`config.mk`:
```
export PLATFORM = sky130hd
export DESIGN_NAME = bsg_manycore_block_mem_bank
export DESIGN_NICKNAME = d
export VERILOG_FILES = /design/src/rtl/bsg_manycore_block_mem_bank.sv
export SDC_FILE = /design/constraint.sdc
export NUM_CORES = 2
export LEC_CHECK = 0
export BUFFER_PORTS_ARGS = -buffer_cell sky130_fd_sc_hd__clkbuf_2
export CORE_AREA = 2 2 508 409
export CTS_BUF_LIST = sky130_fd_sc_hd__clkbuf_8
export CTS_CLUSTER_DIAMETER = 120
export DETAILED_ROUTE_END_ITERATION = 8
export DIE_AREA = 0 0 510 411
export PLACE_DENSITY_LB_ADDON = 0.2
export SYNTH_ARGS = -nofsm -noshare
export SYNTH_HDL_FRONTEND = slang
export SYNTH_SLANG_ARGS = --single-unit
```
`constraint.sdc`:
```
create_clock -name clk_i -period 2.5 [get_ports clk_i]
set_clock_uncertainty 0.05 [all_clocks]
set_input_delay 0.375 -clock clk_i [delete_from_list [all_inputs] [get_ports clk_i]]
set_output_delay 0.375 -clock clk_i [all_outputs]
set_load 0.05 [all_outputs]
```
`src/rtl/bsg_manycore_block_mem_bank.sv`:
```
// Single-port block-memory bank: byte-masked stores, sign/zero-extended sub-word loads, block-id
// filtering. Defining BSG_MANYCORE_BLOCK_MEM_BANK_ZERO_INIT_EN adds a power-on scrub to zero.
module bsg_manycore_block_mem_bank #(
  parameter int unsigned data_width_p        = 32,
  parameter int unsigned mem_size_in_words_p = 512,
  parameter int unsigned num_tiles_x_p       = 4,
  localparam int unsigned mem_addr_width_lp  =
    ((mem_size_in_words_p == 1) ? 1 : $clog2(mem_size_in_words_p)) + 2,
  localparam int unsigned num_blocks_lp      = 2 * num_tiles_x_p,
  localparam int unsigned block_id_width_lp  =
    (num_blocks_lp == 1) ? 1 : $clog2(num_blocks_lp),
  localparam int unsigned block_words_lp     = mem_size_in_words_p / num_blocks_lp,
  localparam int unsigned word_addr_width_lp =
    (block_words_lp == 1) ? 1 : $clog2(block_words_lp),
  localparam int unsigned pkt_width_lp       =
    3 + mem_addr_width_lp + data_width_p + data_width_p / 8
) (
  input  logic                         clk_i,
  input  logic                         reset_n_i,
  input  logic [pkt_width_lp-1:0]      pkt_i,
  input  logic                         v_i,
  input  logic [block_id_width_lp-1:0] block_id_i,
  output logic [data_width_p-1:0]      data_o,
  output logic                         err_o,
  output logic                         busy_o
);

  // Packet layout, MSB first: {opcode[2:0], addr, data, mask}.
  localparam logic [2:0] OpNop   = 3'd0;
  localparam logic [2:0] OpLw    = 3'd1;
  localparam logic [2:0] OpLb    = 3'd2;
  localparam logic [2:0] OpLbu   = 3'd3;
  localparam logic [2:0] OpLh    = 3'd4;
  localparam logic [2:0] OpLhu   = 3'd5;
  localparam logic [2:0] OpStore = 3'd6;

  logic [2:0]                    pkt_op;
  logic [mem_addr_width_lp-1:0]  pkt_addr;
  logic [data_width_p-1:0]       pkt_data;
  logic [data_width_p/8-1:0]     pkt_mask;

  assign {pkt_op, pkt_addr, pkt_data, pkt_mask} = pkt_i;

  logic [1:0]                    pkt_off;
  logic [word_addr_width_lp-1:0] pkt_idx;
  logic [block_id_width_lp-1:0]  pkt_id;

  assign pkt_off = pkt_addr[1:0];
  assign pkt_idx = pkt_addr[2 +: word_addr_width_lp];
  assign pkt_id  = pkt_addr[2 + word_addr_width_lp +: block_id_width_lp];

  logic oob;
  if (block_words_lp == (1 << word_addr_width_lp)) begin : g_pow2
    assign oob = 1'b0;
  end else begin : g_npow2
    assign oob = ({1'b0, pkt_idx} >= (word_addr_width_lp + 1)'(block_words_lp));
  end

  logic is_load, is_store, not_nop, accept, drop, load_acc, store_acc;

  assign is_load   = (pkt_op == OpLw) || (pkt_op == OpLb) || (pkt_op == OpLbu) ||
                     (pkt_op == OpLh) || (pkt_op == OpLhu);
  assign is_store  = (pkt_op == OpStore);
  assign not_nop   = (pkt_op != OpNop);
  assign drop      = v_i && not_nop && ((pkt_id != block_id_i) || busy_o || oob);
  assign accept    = v_i && not_nop && !drop;
  assign load_acc  = accept && is_load;
  assign store_acc = accept && is_store;

  logic                          scrub_we;
  logic [word_addr_width_lp-1:0] scrub_q;

`ifdef BSG_MANYCORE_BLOCK_MEM_BANK_ZERO_INIT_EN
  typedef enum logic [0:0] {StInit, StReady} state_e;

  state_e                        state_q, state_d;
  logic [word_addr_width_lp-1:0] scrub_d;

  always_comb begin
    state_d  = state_q;
    scrub_d  = scrub_q;
    scrub_we = 1'b0;
    unique case (state_q)
      StInit: begin
        scrub_we = 1'b1;
        scrub_d  = scrub_q + word_addr_width_lp'(1);
        if (scrub_q == word_addr_width_lp'(block_words_lp - 1)) begin
          state_d = StReady;
          scrub_d = '0;
        end
      end
      StReady: begin
        state_d = StReady;
      end
    endcase
  end

  always_ff @(posedge clk_i or negedge reset_n_i) begin
    if (!reset_n_i) begin
      state_q <= StInit;
      scrub_q <= '0;
    end else begin
      state_q <= state_d;
      scrub_q <= scrub_d;
    end
  end

  assign busy_o = (state_q == StInit);
`else
  assign scrub_we = 1'b0;
  assign scrub_q  = '0;
  assign busy_o   = 1'b0;
`endif

  // Storage has no reset; only the response path is cleared.
  logic [data_width_p-1:0] mem_q [block_words_lp];

  always_ff @(posedge clk_i) begin
    if (scrub_we) begin
      mem_q[scrub_q] <= '0;
    end else if (store_acc) begin
      for (int k = 0; k < data_width_p / 8; k++) begin
        if (pkt_mask[k]) mem_q[pkt_idx][8*k +: 8] <= pkt_data[8*k +: 8];
      end
    end
  end

  logic [data_width_p-1:0] rdata_q;
  logic [2:0]              op_q;
  logic [1:0]              off_q;
  logic                    err_q;

  always_ff @(posedge clk_i or negedge reset_n_i) begin
    if (!reset_n_i) begin
      rdata_q <= '0;
      op_q    <= OpNop;
      off_q   <= '0;
      err_q   <= 1'b0;
    end else begin
      err_q <= drop;
      if (load_acc) begin
        rdata_q <= mem_q[pkt_idx];
        op_q    <= pkt_op;
        off_q   <= pkt_off;
      end
    end
  end

  assign err_o = err_q;

  // Extension depends only on registered state, so data_o is stable through the response cycle.
  logic [7:0]  byte_sel;
  logic [15:0] half_sel;

  always_comb begin
    byte_sel = rdata_q[{off_q, 3'b000} +: 8];
    half_sel = off_q[1] ? rdata_q[31:16] : rdata_q[15:0];
    data_o   = rdata_q;
    case (op_q)
      OpLb:    data_o = {{24{byte_sel[7]}}, byte_sel};
      OpLbu:   data_o = {24'h0, byte_sel};
      OpLh:    data_o = {{16{half_sel[15]}}, half_sel};
      OpLhu:   data_o = {16'h0, half_sel};
      default: data_o = rdata_q;
    endcase
  end

endmodule

```
Word level (Yosys, flattened, before mapping)
Memory sizes are Yosys's and may differ from the RTL's. A register that Yosys moved wholly into a read port is not among the register bits. Cells that the tools add are included.

Memories: 1. Bits in latches: 0. Bits in registers: 6. Memory bits (read-only): 0. RAM bits: 2048.

Memory list: mem_q (words 64, bits a word 32, read ports 1, clocked after memory_dff 1, write ports 1, RTL line 116) `logic [data_width_p-1:0] mem_q [block_words_lp];`.

Shifts and indexed selects: 1. Bitwise logic cells: 0. $add $sub $neg: 0. Reduce and logical (&&, ||, !) cells: 12. Multiply operators: 0. Equality and inequality tests: 11. Divide/modulo/power cells: 0. Order comparisons: 0. Mux-type cells: 14.

Operator list (count): one-hot mux 32 bit (4 select lines) (1); indexed part select 32 x 6 -> 8 bit (1); two-way mux 16 bit (1); equality test 3 bit (second input constant) (5); equality test 3 x 2 -> 1 bit (second input constant) (4); two-way mux 1 bit (12); logical AND 1 bit (5); logical OR 1 bit (4); equality test 3 x 1 -> 1 bit (second input constant) (1); != test 3 bit (1); nonzero test 3 bit (1); logical NOT 1 bit (2).

Logic depth before layout (Yosys ltp)
Word-level depth: 8. Mapped depth: 11. Gate-level depth less buffers: 6.

Worst setup path after synthesis
OpenSTA, ideal clock, no wires.

Kind: flip-flop to output port. Start point: register off_q[1]. End point: output data_o[0]. Data required time: 2.075 ns. Cell stages (with the launch flop): 6. Path slack: -0.242 ns. Data arrival time: 2.317 ns. Cell sequence: dfrtp_1 -> buf_1 -> clkbuf_1 -> nand2_1 -> mux2i_1 -> o21ai_0.

Word-level cells in the longest chain between the ends: 2. Elaborated cells on any way between the ends: 3.

RTL lines: from (decl) (RTL line 130) `logic [1:0] off_q;`; from (signal assigned) (RTL line 144) `off_q <= pkt_off;`; indexed part select 32 x 6 -> 8 bit or two-way mux 16 bit (tied branches) (RTL line 156, 157); one-hot mux 32 bit (4 select lines) (*) (RTL line 159) `case (op_q)`; to (decl) (RTL line 23) `output logic [data_width_p-1:0] data_o,`.

Every way passes the cells marked *; elsewhere a longest branch is shown, timed or not.

Final worst setup path
Start point: register op_q[1]. End point: output data_o[18].

Word-level cells in the longest chain between the ends: 2. Elaborated cells on any way between the ends: 5.

RTL lines: from (decl) (RTL line 129) `logic [2:0] op_q;`; from (signal assigned) (RTL line 136) `op_q <= OpNop;`; from (signal assigned) (RTL line 143) `op_q <= pkt_op;`; equality test 3 bit or equality test 3 x 2 -> 1 bit (tied branches) (RTL line 159); one-hot mux 32 bit (4 select lines) (*) (RTL line 159).

Marks and branches as above.

==> run metrics <==
status=finished with violations; failing checks=setup timing; reg2reg start=mem_q[60][15]; Yosys warning count=0; I/O pins=90; Worst-path clk slew=0.06 ns; final WL=between 200,000 and 300,000 um; Total GRT Usage=0.2762; Hold Path Class=in -> reg; Sw Ratio=0.2574; dpl cells=a little over 8,000; largest net degree at the start of global routing=between 60 and 70; CTS buffer count=between 300 and 400; combinational share of power=0.117; clock power share=0.360; Worst Setup Start Kind=flop; area growth from synthesis to layout=23.77%; Max FO, Critical Path=17; Max-cap violations=0; Post-Route Setup TNS=-21.21 ns; commonest cells after routing, fill and taps aside=2,048 x edfxtp_1, 934 x buf_4, 388 x nor2_1, 348 x clkbuf_8, 280 x a221oi_1; HP Start=pkt_i[11]; antenna viol nets, final=0; final setup margin=-0.7280 ns; CTS tree=yes; Post-Layout Cell Count=8,725; number of global-route vias before repair=approximately 50,000; first-pass GRT wire length=401,400 um; top_reg_cell synth=edfxtp_1; CTS sink cnt=about 2,100; Die X=510 um; Post-synth ARST share=0.01822; htree depth=5; EDFF count, synth=between 2,000 and 2,500; clock root cell=clkbuf_8; Sw Pwr=roughly 19,000 uW; cells after synthesis=~4,500; DR iter-0 viols=about 7,600; power density of the placed cells=747.4 nW/um^2; achievable frequency=0.3098 GHz; total grt overflow=0; antenna violations before repair=25; CP endpoint kind=output pin; synthesized area=slightly above 80,000 um^2; share of layout cells above drive strength 1=0.3205; Port Buffers=~90; Pint=around 56,000 uW; Core ar.=204,900 um^2; final count of negative-setup-slack endpoints=33; Worst VDD drop=about 0.65 mV; Seq cells post-synth=~2,100; Yosys cell types=75; commonest non-fill, non-tap cell in the layout=edfxtp_1; Final HPWL DP=204,800 um; Seq/Total Area, Yosys=0.7667; Setup WS pre-CTS=-0.5437 ns; Final Critical Period=roughly 3.2 ns; # rows=149; via count=51,994; Crit. Startpoint=op_q[1]; deepest clock path buffer count=4; routability cong.=a little under 1; DRC=0; part of the power in registers=0.523; Leakage=~0.034 uW; Slew Viols, Final=0; wire per inst=~34 um; Worst Setup Path Type=reg -> out; Syn Nets=around 4,600; worst rel slew slack=0.2856; final hold violations=0; fillers=between 15,000 and 20,000; Mapped Avg Cell Area=roughly 18 um^2; Critical Path AT=2.80 ns; RSZ-0062 raised after global routing=yes; Worst Path Required=around 2.1 ns; Final nets=a little under 6,000; Die H=slightly above 400 um; Worst Tran Pin Value=approximately 1.1 ns; fin crit share=1.291; total die area=209,600 um^2; router iterations before antenna repair=6; clock insertion delay at the later pin of the skew report=between 1 and 1.5 ns; Initial Utilization=0.3975; vias per cell=about 6.0
==> cell families after synthesis <==
group                     share of synthesized area
buffers and inverters                       0.02198
muxes                                       0.08878
xor gates and xnor gates                  0.0004301
other                                    0.00004604
DFF                                          0.7667
and+or+nand+nor                             0.03610
AOI/OAI and AO/OA                           0.08593
==> metrics by stage <==
step | util | instance area [um^2] | hold slack [ns] | total power (uW)
finish | 0.4920 | 100800 | 0.06929 | 75340
CTS | 0.4914 | 100700 | 0.01167 | 75420
global route | 0.4919 | 100800 | 0.04364 | 77370
floorplan | - | 81450 | 0.02941 | 43110
global placement | 0.4596 | 94170 | 0.3231 | 48350
detailed placement | 0.4596 | 94170 | 0.3280 | 48390
==> worst max-delay path, cell delays in order, from the launching register on <==
cell and delay [ns]:
dfrtp_1 0.41, buf_4 0.23, or3_4 0.43, a21oi_4 0.23, buf_8 0.18, a21o_1 0.14, buf_12 0.15
==> power by group through the flow <==
stage	combinational [uW]	clock (uW)	sequential, uW
final	8820	27100	39400
after CTS	8630	27500	39300
after floorplan	3570	0	39500
after global placement	8330	0	40000
after detailed placement	8370	0	40000
after global routing	9070	29000	39300
==> worst paths after layout <==
path	endpoint	slack [ns]	cells after the start
min	mem_q[61][7]	0.07	1
max	data_o[18]	-0.73	6
min reg2reg	op_q[0]	0.59	2
max reg2reg	rdata_q[15]	-0.01	7
min in group asynchronous	rdata_q[12]	0.59	4
max in group asynchronous	off_q[0]	0.57	4
==> metal layers <==
layer,vias up,share of wire,global-route usage
met2,3322,0.43,0.3932
met4,16,0.037,0.09823
li1,21133,-,-
met3,542,0.12,0.08250
met5,-,0.00075,0.004554
met1,26981,0.41,0.4003
==> repair_timing <==
action | in CTS | in global routing
gates resized for setup | 42 | 24
endpoints found under the setup margin | 33 | 34
pin swaps | 6 | 17
hold buffers | 41 | 0
endpoints found under the hold margin | 1249 | 0
buffers inserted | 10 | 4
cloned | 0 | 1
==> synth_stat cells (15+ instances only) <==
cell type | number | area [um^2]
o22a_1 | 15 | 131.4
nand3_1 | 22 | 110.1
mux4_2 | 183 | 4121
a21o_1 | 17 | 127.6
buf_4 | 31 | 232.7
buf_2 | 129 | 645.6
mux2_2 | 84 | 945.9
mux2i_1 | 215 | 2152
nor3_1 | 22 | 110.1
o21ai_0 | 109 | 545.5
a221o_1 | 28 | 280.3
edfxtp_1 | 2048 | 61500
nor2_1 | 396 | 1486
buf_6 | 33 | 371.6
o22ai_1 | 120 | 750.7
buf_1 | 25 | 93.84
a21oi_1 | 74 | 370.4
a22oi_1 | 120 | 900.9
nand2_1 | 176 | 660.6
a221oi_1 | 280 | 2452
a31oi_1 | 23 | 143.9
dfrtp_1 | 38 | 950.9
clkbuf_1 | 111 | 416.7
a22o_1 | 50 | 437.9
==> flip-flops by register name, summed over array words and instances, names as in the netlist <==
name	flops
op_q	3
off_q	2
mem_q	2048
err_o	1
rdata_q	32
==> layout make-up <==
class	instances	area [um^2]	area share
sequential	2086	62460	0.6196
multi-input combinational	2117	17490	0.1735
timing repair buffer	1223	11500	0.1141
clock buffer	348	4790	0.04751
tap	2718	3401	0.03373
clock inverter	212	1099	0.01090
inverter	8	36.28	0.0003599
antenna	13	32.53	0.0003227
(Power assumes the default switching activity.)
